===== src/rtl/spi_master_driver_if.sv =====
// spi_master_driver_if: control and serial pins of the byte-level SPI master.
// master modport faces the shift engine, slave modport faces its user.
interface spi_master_driver_if #(
  parameter int DATA_WIDTH = 8
);
  logic                  start;
  logic [DATA_WIDTH-1:0] data_in;
  logic [DATA_WIDTH-1:0] data_out;
  logic                  ready;
  logic                  done;
  logic                  mosi;
  logic                  miso;
  logic                  sclk;
  logic                  cs;

  modport master (
    input  start,
    input  data_in,
    input  miso,
    output data_out,
    output ready,
    output done,
    output mosi,
    output sclk,
    output cs
  );

  modport slave (
    output start,
    output data_in,
    output miso,
    input  data_out,
    input  ready,
    input  done,
    input  mosi,
    input  sclk,
    input  cs
  );
endinterface


===== src/rtl/spi_master_driver.sv =====
// spi_master_driver: SPI mode 0 master, MSB first, one frame per start.
// Every pin is registered; miso is sampled on the sclk rising edge.
module spi_master_driver #(
  parameter int DATA_WIDTH      = 8,
  parameter int SCLK_HALFPERIOD = 4
) (
  input logic                 clk,
  input logic                 rst,
  spi_master_driver_if.master bus
);

  localparam int HW = $clog2(SCLK_HALFPERIOD) + 1;
  localparam int BW = $clog2(DATA_WIDTH) + 1;
  localparam logic [HW-1:0] H_LAST = HW'(SCLK_HALFPERIOD - 1);
  localparam logic [BW-1:0] B_LAST = BW'(DATA_WIDTH - 1);

  typedef enum logic [2:0] {
    IDLE,
    SETUP,
    HIGH,
    LOW,
    HOLD,
    GAP
  } state_e;

  state_e                state_q, state_d;
  logic [HW-1:0]         hcnt_q, hcnt_d;
  logic [BW-1:0]         bit_q, bit_d;
  logic [DATA_WIDTH-1:0] tx_q, tx_d;
  logic [DATA_WIDTH-1:0] rx_q, rx_d;
  logic [DATA_WIDTH-1:0] dout_q, dout_d;
  logic                  cs_q, cs_d;
  logic                  sclk_q, sclk_d;
  logic                  mosi_q, mosi_d;
  logic                  ready_q, ready_d;
  logic                  done_q, done_d;

  logic                  half_end;
  logic                  accept;
  logic [DATA_WIDTH-1:0] tx_sh;
  logic [DATA_WIDTH:0]   rx_ext;

  assign half_end = (hcnt_q == H_LAST);
  assign tx_sh    = tx_q << 1;
  assign rx_ext   = {rx_q, bus.miso};

  assign bus.cs       = cs_q;
  assign bus.sclk     = sclk_q;
  assign bus.mosi     = mosi_q;
  assign bus.ready    = ready_q;
  assign bus.done     = done_q;
  assign bus.data_out = dout_q;

  // State, counters, shifters and pin registers; reset drops the frame at once.
  always_ff @(posedge clk or posedge rst) begin
    if (rst) begin
      state_q <= IDLE;
      hcnt_q  <= '0;
      bit_q   <= '0;
      tx_q    <= '0;
      rx_q    <= '0;
      dout_q  <= '0;
      cs_q    <= 1'b1;
      sclk_q  <= 1'b0;
      mosi_q  <= 1'b0;
      ready_q <= 1'b1;
      done_q  <= 1'b0;
    end else begin
      state_q <= state_d;
      hcnt_q  <= hcnt_d;
      bit_q   <= bit_d;
      tx_q    <= tx_d;
      rx_q    <= rx_d;
      dout_q  <= dout_d;
      cs_q    <= cs_d;
      sclk_q  <= sclk_d;
      mosi_q  <= mosi_d;
      ready_q <= ready_d;
      done_q  <= done_d;
    end
  end

  // Next-state and pin logic; each non-idle state lasts one sclk half-period.
  always_comb begin
    state_d = state_q;
    hcnt_d  = hcnt_q;
    bit_d   = bit_q;
    tx_d    = tx_q;
    rx_d    = rx_q;
    dout_d  = dout_q;
    cs_d    = cs_q;
    sclk_d  = sclk_q;
    mosi_d  = mosi_q;
    ready_d = ready_q;
    done_d  = 1'b0;
    accept  = 1'b0;

    if (state_q != IDLE) begin
      hcnt_d = half_end ? '0 : hcnt_q + 1'b1;
    end

    unique case (state_q)
      IDLE: begin
        accept = bus.start;
      end
      SETUP, LOW: begin
        if (half_end) begin
          sclk_d  = 1'b1;
          rx_d    = rx_ext[DATA_WIDTH-1:0];
          state_d = HIGH;
        end
      end
      HIGH: begin
        if (half_end) begin
          sclk_d = 1'b0;
          if (bit_q == B_LAST) begin
            state_d = HOLD;
          end else begin
            tx_d    = tx_sh;
            mosi_d  = tx_sh[DATA_WIDTH-1];
            bit_d   = bit_q + 1'b1;
            state_d = LOW;
          end
        end
      end
      HOLD: begin
        if (half_end) begin
          cs_d    = 1'b1;
          dout_d  = rx_q;
          done_d  = 1'b1;
          mosi_d  = 1'b0;
          state_d = GAP;
        end
      end
      GAP: begin
        // A held start is taken on the edge ready would return, so
        // back-to-back frames are separated by exactly one gap.
        if (half_end) begin
          if (bus.start) begin
            accept = 1'b1;
          end else begin
            ready_d = 1'b1;
            state_d = IDLE;
          end
        end
      end
      default: begin
        state_d = IDLE;
      end
    endcase

    if (accept) begin
      tx_d    = bus.data_in;
      cs_d    = 1'b0;
      mosi_d  = bus.data_in[DATA_WIDTH-1];
      ready_d = 1'b0;
      bit_d   = '0;
      hcnt_d  = '0;
      state_d = SETUP;
    end
  end

endmodule


===== src/flat_wrapper.sv =====
// flat-port wrapper written by rule: the top's interface ports become plain ports
module spi_master_driver_flat 
#(
  parameter int DATA_WIDTH      = 8,
  parameter int SCLK_HALFPERIOD = 4
)
  (clk, rst, bus_start, bus_data_in, bus_miso, bus_data_out, bus_ready, bus_done, bus_mosi, bus_sclk, bus_cs);
  spi_master_driver_if #(.DATA_WIDTH(DATA_WIDTH)) bus_i ();
  input logic clk;
  input logic rst;
  input wire logic [$bits(bus_i.start)-1:0] bus_start;
  input wire logic [$bits(bus_i.data_in)-1:0] bus_data_in;
  input wire logic [$bits(bus_i.miso)-1:0] bus_miso;
  output wire logic [$bits(bus_i.data_out)-1:0] bus_data_out;
  output wire logic [$bits(bus_i.ready)-1:0] bus_ready;
  output wire logic [$bits(bus_i.done)-1:0] bus_done;
  output wire logic [$bits(bus_i.mosi)-1:0] bus_mosi;
  output wire logic [$bits(bus_i.sclk)-1:0] bus_sclk;
  output wire logic [$bits(bus_i.cs)-1:0] bus_cs;
  assign bus_i.start = bus_start;
  assign bus_i.data_in = bus_data_in;
  assign bus_i.miso = bus_miso;
  assign bus_data_out = bus_i.data_out;
  assign bus_ready = bus_i.ready;
  assign bus_done = bus_i.done;
  assign bus_mosi = bus_i.mosi;
  assign bus_sclk = bus_i.sclk;
  assign bus_cs = bus_i.cs;
  spi_master_driver #(.DATA_WIDTH(DATA_WIDTH), .SCLK_HALFPERIOD(SCLK_HALFPERIOD)) u_core (.clk(clk), .rst(rst), .bus(bus_i));
endmodule

===== config.mk =====
export PLATFORM = sky130hd
export DESIGN_NAME = spi_master_driver_flat
export DESIGN_NICKNAME = d
export VERILOG_FILES = /design/src/rtl/spi_master_driver_if.sv /design/src/rtl/spi_master_driver.sv /design/src/flat_wrapper.sv
export SDC_FILE = /design/constraint.sdc
export NUM_CORES = 1
export LEC_CHECK = 0
export ABC_CLOCK_PERIOD_IN_PS = 1950
export CORE_MARGIN = 2
export CORE_UTILIZATION = 39
export CTS_CLUSTER_DIAMETER = 100
export DETAILED_ROUTE_END_ITERATION = 8
export PLACE_DENSITY = 0.62
export REMOVE_ABC_BUFFERS = 1
export SYNTH_ARGS = -nofsm -noshare
export SYNTH_HDL_FRONTEND = slang
export SYNTH_SLANG_ARGS = --single-unit

===== constraint.sdc =====
create_clock -name clk -period 1.95 [get_ports clk]
set_input_delay 0.4875 -clock clk [delete_from_list [all_inputs] [get_ports clk]]
set_output_delay 0.4875 -clock clk [all_outputs]
set_load 0.05 [all_outputs]

* Yosys cells after proc, flatten, opt, wreduce, memory -nomap -nowiden
Index checks and enable logic that the tools add are counted.
W data, S select, Z words.
** Word-level totals
- Bits of input ports :: 12
- Word-level logic and storage cells :: 86
- Bits in registers :: 38
- Output and inout bits :: 13
** Operators by class
- Mux-type cells :: 37
- Add/sub/neg operators :: 2
- Reductions and logical operators :: 18
- Equality and inequality tests :: 18
** Operators with widths (number)
- $mux W3 :: 10
- $mux W7 :: 4
- $mux W4 :: 4
- $mux W1 :: 15
- $pmux W3 S5 :: 1
- $ne A3 B1 Y1 const B :: 4
- $reduce_bool A2 Y1 :: 6
- $ne A2 B1 Y1 const B :: 5
- $eq A3 B2 Y1 const B :: 3
- $reduce_and A3 Y1 :: 3
- $eq A3 B3 Y1 const B :: 2
- $ne A3 B2 Y1 const B :: 2
- $pmux W1 S2 :: 3
- $reduce_and A2 Y1 :: 3
- $reduce_and A6 Y1 :: 1
- $reduce_bool A3 Y1 :: 2
- $add A4 B1 Y4 const B :: 1
- $eq A4 B3 Y1 const B :: 1
- $reduce_and A4 Y1 :: 1
- $add A3 B1 Y3 const B :: 1
- $eq A3 B1 Y1 const B :: 1
- $logic_not A3 Y1 :: 1
- $reduce_or A2 Y1 :: 1

* Longest topological paths before layout
- Word-level depth :: 5
- Depth in mapped cells :: 6
- Depth with buffers taken out :: 5

* Least setup slack after synthesis
OpenSTA, ideal clock, no wires.
- Path type :: register -> register
- Start point :: register u_core.hcnt_q[0]
- End point :: register u_core.mosi_q, in the netlist u_core.bus.mosi
- Path buffers :: 0
- Stages on the path, launching flop included :: 6
- Setup slack :: 166 ps
- Library setup time :: 128 ps
- Arrival time :: 1656 ps
- Required time :: 1822 ps
- Path through :: dfrtp_1 ha_1 nand4b_1 a211oi_4 mux2_1 mux2_1
** On the way
- Cells in the longest elaborated chain, start to end :: 5
- Elaborated cells between the ends (all ways) :: 9
- Those cells by class :: 4 x eq/ne; 3 x mux; 2 x reduce/logical
** RTL lines
- from (decl) :: line spi_master_driver.sv:27 : logic [HW-1:0] hcnt_q, hcnt_d;
- from (signal assigned) :: line spi_master_driver.sv:70 : hcnt_q <= hcnt_d;
- $eq A3 B2 Y1 (*) :: line spi_master_driver.sv:43 : assign half_end = (hcnt_q == H_LAST);
- $mux W1 :: line spi_master_driver.sv:138 : if (half_end) begin
- $pmux W1 S2 :: line spi_master_driver.sv:102 : unique case (state_q)
- $ne A3 B1 Y1 (no source line), or another cell as far along
- $reduce_and A4 Y1 (no source line)
- to (signal assigned) :: line spi_master_driver.sv:77 : mosi_q <= mosi_d;
- to (decl) :: line spi_master_driver.sv:34 : logic mosi_q, mosi_d;
Mark *: on every way between the ends. The rest lies on a longest branch, timed or not.
A chain may end at the register's enable or synchronous reset.

* Final worst setup path
Ends and elaborated chain as after synthesis.

==> metrics.txt <==
Slew HR 68.7%; num rows 23; clk_skew 3.17 ps; initial antenna violation count 0; Routed Antenna Nets 0; first-pass iteration count of the detailed router 5; CP max stage delay 360 ps; CTS tree done; Critical-path top delay cell dfrtp_1; TritonCTS Buffers 5; Worst R2R Start u_core.hcnt_q[0]; share of the synthesized area in the top cell type 54.0%; die area 4820 sq um; first-pass GRT wire length 5180 um; placed insts 215; Synth Register Bits 38; CTS Buffer Depth 2; Clock transition at path regs 70 ps; fraction of layout cells with a size suffix above 1 28.9%; vias per cell 4.90; Post-Layout Cell Count 223; PortBufs 24; Vias 1092; H-tree Lvls 2; vias in the first global route 1144; Worst setup endpoint u_core.bus.mosi; Cell Chain, Critical Path ha_2, nand4b_1, a211oi_4, mux2_1, mux2_1; Final Hold Viols 0; status complete, no violations; CP Data Required Time 2120 ps; Hold-fix buffers, CTS 0; ys flop type dfrtp_1; root buffer cell clkbuf_8; worst-margin pin slew 470 ps; grt ovf 0; Layout area overhead 23.8%; CP endpoint kind flop; fmax 0.542 GHz; largest cells by area after synthesis dfrtp_1 (54%), mux2_2 (11%), mux2i_1 (3.6%); Power per Cell Area 1290 nW/um^2; Final Core Density 50.9%; Setup TNS 0 ps; fin crit share 94.6%; EDFF count, synth 0; core area 4060 sq um; Setup Crit Path Kind flop to flop; Routed WL 2890 um; Post-DP HPWL 2030 um; pre-CTS WS -62.7 ps; Final Net Count 186; RD Place Congestion 0.808; CP arrival 2010 ps; area leader, netlist dfrtp_1; max_cap viols 0; Area after DPL 1970 sq um; Crit. Startpoint u_core.hcnt_q[0]; Gate Count Post-Synth 141; critical-path maximum fanout 5; ant diodes 0; R2R depth 5; Top Ports 25; Seq/Total Area, Yosys 57.1%; RSZ-0062 raised after global routing false; Hold WC Path Type flop to flop; DR iter-0 viols 49; PnR worst setup slack 106 ps; post-CTS sizing 0; hold_ws 466 ps; Remaining DRCs 0; clk sinks 38; Synth warnings 0; post-layout min period 1840 ps; Max Slew Vio Count 0; Worst-Skew Late Latency 280 ps; initial core utilization 41.1%; Mapped Area 1670 sq um; # setup viols final 0; Cell variety after synth 31; Pleak 1.01 nW; routed len/inst 13.0 um; Peak VDD IR 0.000594 V; fin area 2070 sq um; syn_area_per_cell 11.8 sq um; Total Power 2.67 mW; Startpoint Class flop; RR Endpoint u_core.bus.mosi; largest net degree at the start of global routing 39; die height 69.4 um; All-Layer GR Usage 14.0%; Setup Buffers After CTS 0; Die W 69.4 um; Crit path top cell by count mux2_1; Synth async-reset ratio 100%; reg2reg setup slack 110 ps
==> cell usage in the layout (no fill, tap or decap), types with 2 or more instances in the layout <==
cell type and n:
dfrtp_1 36, buf_4 19, mux2_2 16, nand2_1 15
clkdlybuf4s50_1 11, o21ai_0 10, nor2_1 9, inv_1 6
mux2i_1 6, clkbuf_8 6, a21oi_1 3, xor2_1 3
nand3b_1 2, nand3_1 2, nand4_1 2, a21o_1 2
a21boi_0 2, mux2_1 2, dfstp_2 2
==> how the worst min path moves through the flow <==
stage | cells after the start | start | to
final | 2 | u_core.bus.cs | u_core.bus.cs
after global routing | 2 | u_core.bus.cs | u_core.bus.cs
after floorplan | 1 | u_core.rx_q[7] | u_core.rx_q[7]
after CTS | 2 | u_core.bus.cs | u_core.bus.cs
after detailed placement | 2 | u_core.bus.cs | u_core.bus.cs
after global placement | 2 | u_core.bus.cs | u_core.bus.cs
==> cell type report <==
type,instances,area (sq um)
Multi-Input combinational cell,90,663
Tap cell,50,62.6
Fill cell,356,1990
Sequential cell,38,953
Clock inverter,1,5.00
Clock buffer,7,86.3
Inverter,6,22.5
Timing Repair Buffer,31,273
==> cells in the mapped netlist (3+ instances only) <==
| library cell | count |
|---|---|
| xor2_1 | 3 |
| mux2i_1 | 6 |
| o21ai_0 | 10 |
| a21oi_1 | 3 |
| dfrtp_1 | 36 |
| mux2_2 | 16 |
| inv_1 | 6 |
| nor2_1 | 9 |
| nand2_1 | 15 |
| buf_2 | 7 |
==> worst max-delay path: cells and delay by family (launching register included) <==
family	cells	cell delay [ps]
compound gates	1	320
fa+ha+maj	1	220
flops	1	360
mux	2	630
simple gates	1	200
==> layer usage <==
metal  wire length, um  track usage (%)
met5                 0                0
met3               105             5.09
met2              1430             22.0
met4                41             7.84
met1              1320             16.6
==> registers in the layout, summed over array words and instances (netlist names) <==
register,cells
u_core.bus.done,1
u_core.bus.ready,1
u_core.bus.cs,1
u_core.bus.data_out,8
u_core.tx_q,7
u_core.state_q,3
u_core.bit_q,4
u_core.rx_q,8
u_core.bus.mosi,1
u_core.bus.sclk,1
u_core.hcnt_q,3
==> kinds of logic after synthesis <==
group                      count (synthesis)  share of synthesized area (%)
and+or+nand+nor                           40                           11.8
AOI/OAI and AO/OA                         21                           8.77
adders and majority gates                  2                           1.50
muxes                                     24                           15.7
xor gates and xnor gates                   3                           1.57
DFF                                       38                           57.1
buffers and inverters                     13                           3.45
==> power breakdown <==
group	total (mW)	internal [mW]	switching, mW
Clock	0.537	0.285	0.252
Combinational	0.899	0.429	0.470
Sequential	1.23	1.04	0.188
Total	2.67	1.76	0.910
(Power assumes the default switching activity.)
